--- src/rtl/parking_exit_gate.sv ---
// parking_exit_gate: exit-lane controller for the car park.
//   Tracks lot occupancy from entrance pulses and completed exits. Collects the
//   exit fee through a coin interface, opens the barrier and reports change due.
//   Drives the lane LEDs and shows free spaces or a status code on two 7-seg digits.
// Ports:
//   clk, reset_n          clock (posedge), asynchronous active-low reset
//   car_entered           1-cycle pulse: a car passed the entrance gate
//   sensor_exit_approach  car waiting at the payment point (level)
//   sensor_exit_clear     car has passed the exit barrier (level)
//   coin_valid/coin_value coin strobe and its worth (0..3 units)
//   occupancy, full       cars in the lot, lot-full flag
//   gate_open, change_due barrier control, credit minus fee while paid
//   GREEN_LED, RED_LED    lane lights
//   HEX_1, HEX_2          active-low 7-seg, tens/left and ones/right
module parking_exit_gate #(
    parameter int unsigned CAPACITY    = 15,
    parameter int unsigned FEE         = 3,
    parameter int unsigned PAY_TIMEOUT = 8,
    localparam int unsigned OW         = $clog2(CAPACITY + 1),
    localparam int unsigned TW         = $clog2(PAY_TIMEOUT)
) (
    input  logic          clk,
    input  logic          reset_n,
    input  logic          car_entered,
    input  logic          sensor_exit_approach,
    input  logic          sensor_exit_clear,
    input  logic          coin_valid,
    input  logic [1:0]    coin_value,
    output logic [OW-1:0] occupancy,
    output logic          full,
    output logic          gate_open,
    output logic [3:0]    change_due,
    output logic          GREEN_LED,
    output logic          RED_LED,
    output logic [6:0]    HEX_1,
    output logic [6:0]    HEX_2
);

    typedef enum logic [1:0] {StIdle, StWaitPay, StPaid, StError} state_e;

    localparam logic [6:0] SegBlank = 7'h7F;
    localparam logic [6:0] SegP     = 7'b0001100;
    localparam logic [6:0] SegA     = 7'b0001000;
    localparam logic [6:0] Seg6     = 7'b0000010;
    localparam logic [6:0] Seg0     = 7'b1000000;
    localparam logic [6:0] SegE     = 7'b0000110;

    state_e          state_q, state_d;
    logic [OW-1:0]   occ_q, occ_d;
    logic [3:0]      credit_q, credit_d;
    logic [TW-1:0]   timer_q, timer_d;
    logic            blink_q, blink_d;

    logic            inc, dec;
    logic [4:0]      credit_sum;
    logic [3:0]      credit_add;
    logic [TW-1:0]   timer_inc;
    logic [6:0]      free_spaces, free_tens, free_ones;

    function automatic logic [6:0] seg7(input logic [6:0] d);
        unique case (d)
            7'd0:    seg7 = 7'b1000000;
            7'd1:    seg7 = 7'b1111001;
            7'd2:    seg7 = 7'b0100100;
            7'd3:    seg7 = 7'b0110000;
            7'd4:    seg7 = 7'b0011001;
            7'd5:    seg7 = 7'b0010010;
            7'd6:    seg7 = 7'b0000010;
            7'd7:    seg7 = 7'b1111000;
            7'd8:    seg7 = 7'b0000000;
            7'd9:    seg7 = 7'b0010000;
            default: seg7 = SegBlank;
        endcase
    endfunction

    assign full       = (occ_q == OW'(CAPACITY));
    assign inc        = car_entered && !full;
    // Guard against underflow even though PAID is only reachable with cars in the lot.
    assign dec        = (state_q == StPaid) && sensor_exit_clear && (occ_q != '0);
    // Credit saturates at 15 rather than wrapping.
    assign credit_sum = {1'b0, credit_q} + {3'b000, coin_value};
    assign credit_add = credit_sum[4] ? 4'hF : credit_sum[3:0];
    assign timer_inc  = timer_q + TW'(1);

    always_comb begin
        occ_d = occ_q;
        unique case ({inc, dec})
            2'b10:   occ_d = occ_q + OW'(1);
            2'b01:   occ_d = occ_q - OW'(1);
            default: occ_d = occ_q;
        endcase
    end

    always_comb begin
        state_d  = state_q;
        credit_d = credit_q;
        timer_d  = timer_q;
        unique case (state_q)
            StIdle: begin
                if (sensor_exit_approach && (occ_q != '0)) begin
                    state_d  = StWaitPay;
                    credit_d = '0;
                    timer_d  = '0;
                end
            end
            StWaitPay: begin
                if (!sensor_exit_approach) begin
                    state_d  = StIdle;
                    credit_d = '0;
                end else if (coin_valid) begin
                    credit_d = credit_add;
                    timer_d  = '0;
                    if (credit_add >= 4'(FEE)) state_d = StPaid;
                end else begin
                    timer_d = timer_inc;
                    if (timer_inc == TW'(PAY_TIMEOUT - 1)) state_d = StError;
                end
            end
            StPaid: begin
                if (sensor_exit_clear) begin
                    state_d  = StIdle;
                    credit_d = '0;
                end
            end
            StError: begin
                if (!sensor_exit_approach) begin
                    state_d  = StIdle;
                    credit_d = '0;
                end else if (coin_valid) begin
                    credit_d = credit_add;
                    timer_d  = '0;
                    state_d  = (credit_add >= 4'(FEE)) ? StPaid : StWaitPay;
                end
            end
            default: state_d = StIdle;
        endcase
        // Blink only runs while staying in ERROR so each ERROR visit starts dark.
        blink_d = (state_q == StError && state_d == StError) ? ~blink_q : 1'b0;
    end

    always_ff @(posedge clk or negedge reset_n) begin
        if (!reset_n) begin
            state_q  <= StIdle;
            occ_q    <= '0;
            credit_q <= '0;
            timer_q  <= '0;
            blink_q  <= 1'b0;
        end else begin
            state_q  <= state_d;
            occ_q    <= occ_d;
            credit_q <= credit_d;
            timer_q  <= timer_d;
            blink_q  <= blink_d;
        end
    end

    assign free_spaces = 7'(CAPACITY) - 7'(occ_q);
    assign free_tens   = free_spaces / 7'd10;
    assign free_ones   = free_spaces % 7'd10;
    assign occupancy   = occ_q;

    always_comb begin
        gate_open  = 1'b0;
        change_due = 4'd0;
        GREEN_LED  = 1'b0;
        RED_LED    = 1'b0;
        HEX_1      = (free_spaces < 7'd10) ? SegBlank : seg7(free_tens);
        HEX_2      = seg7(free_ones);
        unique case (state_q)
            StWaitPay: begin
                RED_LED = 1'b1;
                HEX_1   = SegP;
                HEX_2   = SegA;
            end
            StPaid: begin
                gate_open  = 1'b1;
                change_due = credit_q - 4'(FEE);
                GREEN_LED  = 1'b1;
                HEX_1      = Seg6;
                HEX_2      = Seg0;
            end
            StError: begin
                RED_LED = blink_q;
                HEX_1   = SegE;
                HEX_2   = SegE;
            end
            default: ;
        endcase
    end

endmodule
--- config.mk ---
export PLATFORM = sky130hd
export DESIGN_NAME = parking_exit_gate
export DESIGN_NICKNAME = d
export VERILOG_FILES = /design/src/rtl/parking_exit_gate.sv
export SDC_FILE = /design/constraint.sdc
export NUM_CORES = 1
export LEC_CHECK = 0
export ABC_AREA = 1
export CAP_MARGIN = 20
export CELL_PAD_IN_SITES_DETAIL_PLACEMENT = 0
export CELL_PAD_IN_SITES_GLOBAL_PLACEMENT = 2
export CORE_MARGIN = 5
export CORE_UTILIZATION = 25
export DETAILED_ROUTE_END_ITERATION = 10
export DONT_BUFFER_PORTS = 1
export MAX_ROUTING_LAYER = met4
export PLACE_DENSITY = 0.58
export SLEW_MARGIN = 20
export SYNTH_ARGS = -nofsm -noshare
export SYNTH_HDL_FRONTEND = slang
export SYNTH_SLANG_ARGS = --single-unit
export TNS_END_PERCENT = 100
--- constraint.sdc ---
create_clock -name clk -period 5.9 [get_ports clk]
set_input_delay 1.77 -clock clk [delete_from_list [all_inputs] [get_ports clk]]
set_output_delay 1.77 -clock clk [all_outputs]
set_load 0.05 [all_outputs]
# Word-level counts from Yosys, hierarchy flattened
# Memories as Yosys holds them, arrays and structs flattened.
# Index checks and enable logic that the tools add are counted.
# Widths: inputs -> output; s select.
[word_totals]
word_cells = 79
mem_bits_rw = 0
reg_bits = 14
latch_bits = 0
mem_bits_ro = 224
inputBits = 8
mem_count = 2
[op_classes]
mul = 0
shifts = 0
bitwise = 1
magnitude_cmp = 2
n_div = 2
n_reduce_logical = 15
addsub = 6
muxes = 32
eq_ne = 14
[memory_table]
columns = ["memory", "depth", "width", "read_ports", "rd_ports_with_merged_regs", "wr", "line", "source"]
rows = [
  ["(name not given)", 16, 7, 1, 0, 0, "61", "unique case (d)"],
  ["(name not given)", 16, 7, 1, 0, 0, "61", ""],
]
[ops]
columns = ["cell", "n"]
rows = [
  ["$pmux 7 s3", 2],
  ["$mux 4", 6],
  ["$mux 7", 3],
  ["$mux 2", 9],
  ["$mux 3", 5],
  ["$pmux 4 s3", 1],
  ["$ne 2x2->1 const B", 5],
  ["$pmux 3 s3", 1],
  ["$eq 2x2->1 const B", 4],
  ["$pmux 2 s4", 1],
  ["$pmux 4 s2", 1],
  ["$div 7x4->7 const B", 1],
  ["$lt 7x4->1 const B", 1],
  ["$mod 7x4->7 const B", 1],
  ["$logic_not 3->1", 2],
  ["$add 4x2->5", 1],
  ["$logic_and 1x1->1", 5],
  ["$reduce_and 5->1", 1],
  ["$sub 4x4->5 const A", 1],
  ["$add 4x1->4 const B", 1],
  ["$eq 2x1->1 const B", 2],
  ["$eq 4x4->1 const B", 1],
  ["$ge 4x2->1 const B", 1],
  ["$reduce_bool 4->1", 1],
  ["14 further kinds", 15],
]

# Longest topological paths before layout
[depth]
word_depth = 10
ltp_mapped = 14
ltp_nobuf = 14

# Least setup slack after synthesis
# No wires, ideal clock.
[synth_timing]
kind = "register to output"
startpoint = "register occ_q[1] (netlist: occupancy[1])"
endpoint = "output HEX_2[4]"
stages_incl_launch_ff = 12
slack_ns = 1.189
t_arrival_ns = 2.941
required_time_ns = 4.130
path_cell_list = "dfrtp_1 ha_1 inv_1 ha_1 inv_1 nand2_8 nand2_1 nand2_2 ha_1 nand2_1 nand2_1 a31oi_1"
[synth_between]
elab_chain_cells = 5
[synth_lines]
columns = ["element", "line", "source"]
rows = [
  ["from (decl)", "49", "logic [OW-1:0] occ_q, occ_d;"],
  ["from (signal assigned)", "144", "occ_q <= '0;"],
  ["from (signal assigned)", "150", "occ_q <= occ_d;"],
  ["$sub 4x4->5 *", "157", "assign free_spaces = 7'(CAPACITY) - 7'(occ_q);"],
  ["$mod 7x4->7 *", "159", "assign free_ones = free_spaces % 7'd10;"],
  ["$mem_v2 16x7 / $logic_not 3->1 (equally long branches)", "--", ""],
  ["$mux 7 *", "61", ""],
  ["$pmux 7 s3 *", "169", "unique case (state_q)"],
  ["to (decl)", "36", "output logic [6:0] HEX_2"],
]
# Every way passes the cells marked *; elsewhere a longest branch is shown, timed or not.

# Final worst setup path
[layout_timing]
startpoint = "register occ_q[1] (netlist: occupancy[1])"
endpoint = "output HEX_2[3]"
# The elaborated chain is that of the path after synthesis.

==> qor.csv <==
stage;metric;value;unit
outcome;status;completed;
synth;top cells by area, synth;dfrtp_1, ha_1, nand2_1, nand3_1, inv_1;
drt;initial DRC count;128;
clock_tree;Worst-Skew Late Latency;0.24;ns
global_routing;met1 Usage GRT;0.1354;
clock_tree;CTS max path bufs;2;
run;max_cap viols;0;
sta;normalized max-slew margin;0.2938;
floorplan;cell row count;28;
setup_path;worst r2r dst;occupancy[3];
sta;min Tclk post-route;4.961;ns
clock_tree;hold_buf cts;0;
sta;Min Hold Slack;0.5352;ns
clock_tree;number of clock sinks;14;
synth;number of synthesized flops with an enable pin;0;
setup_path;Critical Path AT;3.19;ns
setup_path;CP max FO;9;
synth;Post-synth ARST share;1.000;
sta;RSZ-0062 raised after global routing;false;
global_routing;largest net degree at the start of global routing;15;
setup_path;worst reg2reg path depth;13;
sta;Slew @ Worst Pin;1.063;ns
setup_path;Startpoint Class;flip-flop;
synth;multiplexer share of the synthesized area;0;
synth;Synth Register Bits;14;
setup_path;crit path kind;flip-flop to output port;
synth;Synth top area share;0.2328;
layout;fill count;673;
drt;Via density;4.575;
synth;post-synthesis compound-gate area fraction;0.1006;
setup_path;worst setup path start;occupancy[1];
sta;setup ws final;0.9391;ns
setup_path;r2r setup slk;2.94;ns
global_routing;remaining global-route overflow;0;
setup_path;CP endpoint kind;output port;
layout;# diodes;0;
floorplan;Initial Util;0.2557;
sta;final setup fails;0;
floorplan;Die ar.;7673;um^2
layout;final net count;244;
worst_hold_path;hold crit path type;flip-flop to flip-flop;
setup_path;Worst R2R Start;occupancy[1];
global_routing;GRT met2 Usage;0.1877;
drt;DR DRC count;0;
placement;HPWL after DPL;3279;um
floorplan;# IOs;34;
drt;final WL;3874;um
sta;Final period util;0.8408;
sta;setup TNS;0;ns
clock_tree;CTS tree;done;
placement;Place WS;1.182;ns
clock_tree;root buffer cell;clkbuf_8;
placement;Final Wtd Congestion;0.8114;
global_routing;initial antenna violation count;0;
sta;Setup Skew;0.004325;ns
drt;DR vias;1336;
synth;most frequent cell after synthesis;nand2_1;
clock_tree;post_cts resized;0;
synth;Synth Area in Adders;0.1596;
synth;Cells after Synth;212;
drt;wire length per cell;13.27;um
setup_path;Required @ worst endpoint;4.13;ns
synth;Post-Syn Area;1505;um^2
global_routing;met3 GRT Util;0.04139;
clock_tree;Clock transition at path regs;0.06;ns
synth;register area share after synthesis;0.2328;
synth;top cells by count, synth;nand2_1, inv_1, nand3_1, nor2_1, ha_1;
clock_tree;cts bufs inserted;3;
drt;DRT antenna net count;0;
placement;Buffers on Ports;0;
drt;TritonRoute pass-1 iters;4;
floorplan;total core area;5886;um^2
synth;Post-Synth Simple-Gate Area;0.3724;
synth;ys flop type;dfrtp_1;
synth;Netlist cell types;32;
synth;Synth Area per Inst;7.100;um^2
global_routing;GRT Util Overall;0.1130;
synth;Synth area leader;dfrtp_1;
clock_tree;Post CTS Setup Buffer Count;0;
synth;Post-Synth XOR/XNOR Area;0.02909;
synth;synth warn;0;
global_routing;first-pass GRT wire length;6624;um
sta;pins over their slew limit;0;
sta;Max Fclk;201.6;MHz
setup_path;Setup crit end;HEX_2[3];
sta;Final Hold Vio Count;0;
synth;syn nets;238;
global_routing;global routing's busiest layer;met2;
global_routing;vias in the first global route;1348;
layout;Area growth syn-to-layout;11.64;%
layout;share of layout cells above drive strength 1;0.1659;
synth;largest family of logic cells by synthesized area;simple AND/OR/NAND/NOR gates;
floorplan;die width;87.60;um
floorplan;Die Y;87.60;um
clock_tree;CTS H-tree depth;1;
cells in the final DEF, fill, tap and decap left out, drive strengths merged:
cell type,instances
clkbuf,4
nand2,58
nand3,24
nand3b,1
a21oi,7
nand2b,1
nand4,1
o21ai,15
a31oi,3
o21bai,1
nor2,26
nor3,1
buf,8
nor4,1
xnor2,1
fa,2
dfrtp,14
inv,29
xor2,4
ha,16
worst max-delay path, stage by stage, from the launching register on:
cell	delay, ns
dfrtp_1	0.86
ha_1	0.26
inv_1	0.04
ha_1	0.20
inv_1	0.26
nand2_8	0.11
nand2_1	0.07
nand2_1	0.11
ha_1	0.30
nand3b_1	0.18
nand3_1	0.09
nand3_1	0.07
nand2_1	0.10
nand2_1	0.31
through the flow:
stage | cells | util | area (um^2)
6_report | 292 | 0.2855 | 1680
3_5_place_dp | 288 | 0.2761 | 1625
5_1_grt | 292 | 0.2855 | 1680
2_1_floorplan | 212 | - | 1505
3_3_place_gp | 288 | 0.2761 | 1625
4_1_cts | 292 | 0.2855 | 1680
state kept, by name (all words and copies together), names as in the netlist:
name / count
state_q: 2
credit_q: 4
blink_q: 1
occupancy: 4
timer_q: 3
layer usage:
| layer | routed length, um | share of wire |
|---|---|---|
| met5 | 0 | 0 |
| met4 | 25 | 0.0065 |
| met3 | 364 | 0.094 |
| met2 | 1818 | 0.47 |
| met1 | 1666 | 0.43 |
how the worst min path moves through the flow:
| stage | startpoint | endpoint | slack (ns) | cells past startpoint |
|---|---|---|---|---|
| floorplan | blink_q | blink_q | 0.48 | 3 |
| global placement | blink_q | blink_q | 0.51 | 3 |
| detailed placement | blink_q | blink_q | 0.52 | 3 |
| CTS | blink_q | blink_q | 0.53 | 3 |
| global route | blink_q | blink_q | 0.56 | 3 |
| finish | blink_q | blink_q | 0.54 | 3 |
area by class of cell:
type	instances	area, um^2	area share
tap	75	93.84	0.05585
sequential	14	350.3	0.2085
clock buffer	4	55.05	0.03276
inverter	29	108.9	0.06478
timing repair buffer	8	60.06	0.03574
multi-input combinational	162	1012	0.6024
logic make-up after synthesis:
logic type      after synthesis
fa+ha+maj                    18
xor+xnor                      5
buf+inv                      36
simple gates                113
compound gates               26
flops                        14
Power is not shown: default switching activity piles up to over one toggle a cycle in this logic, so the estimate is an artifact.
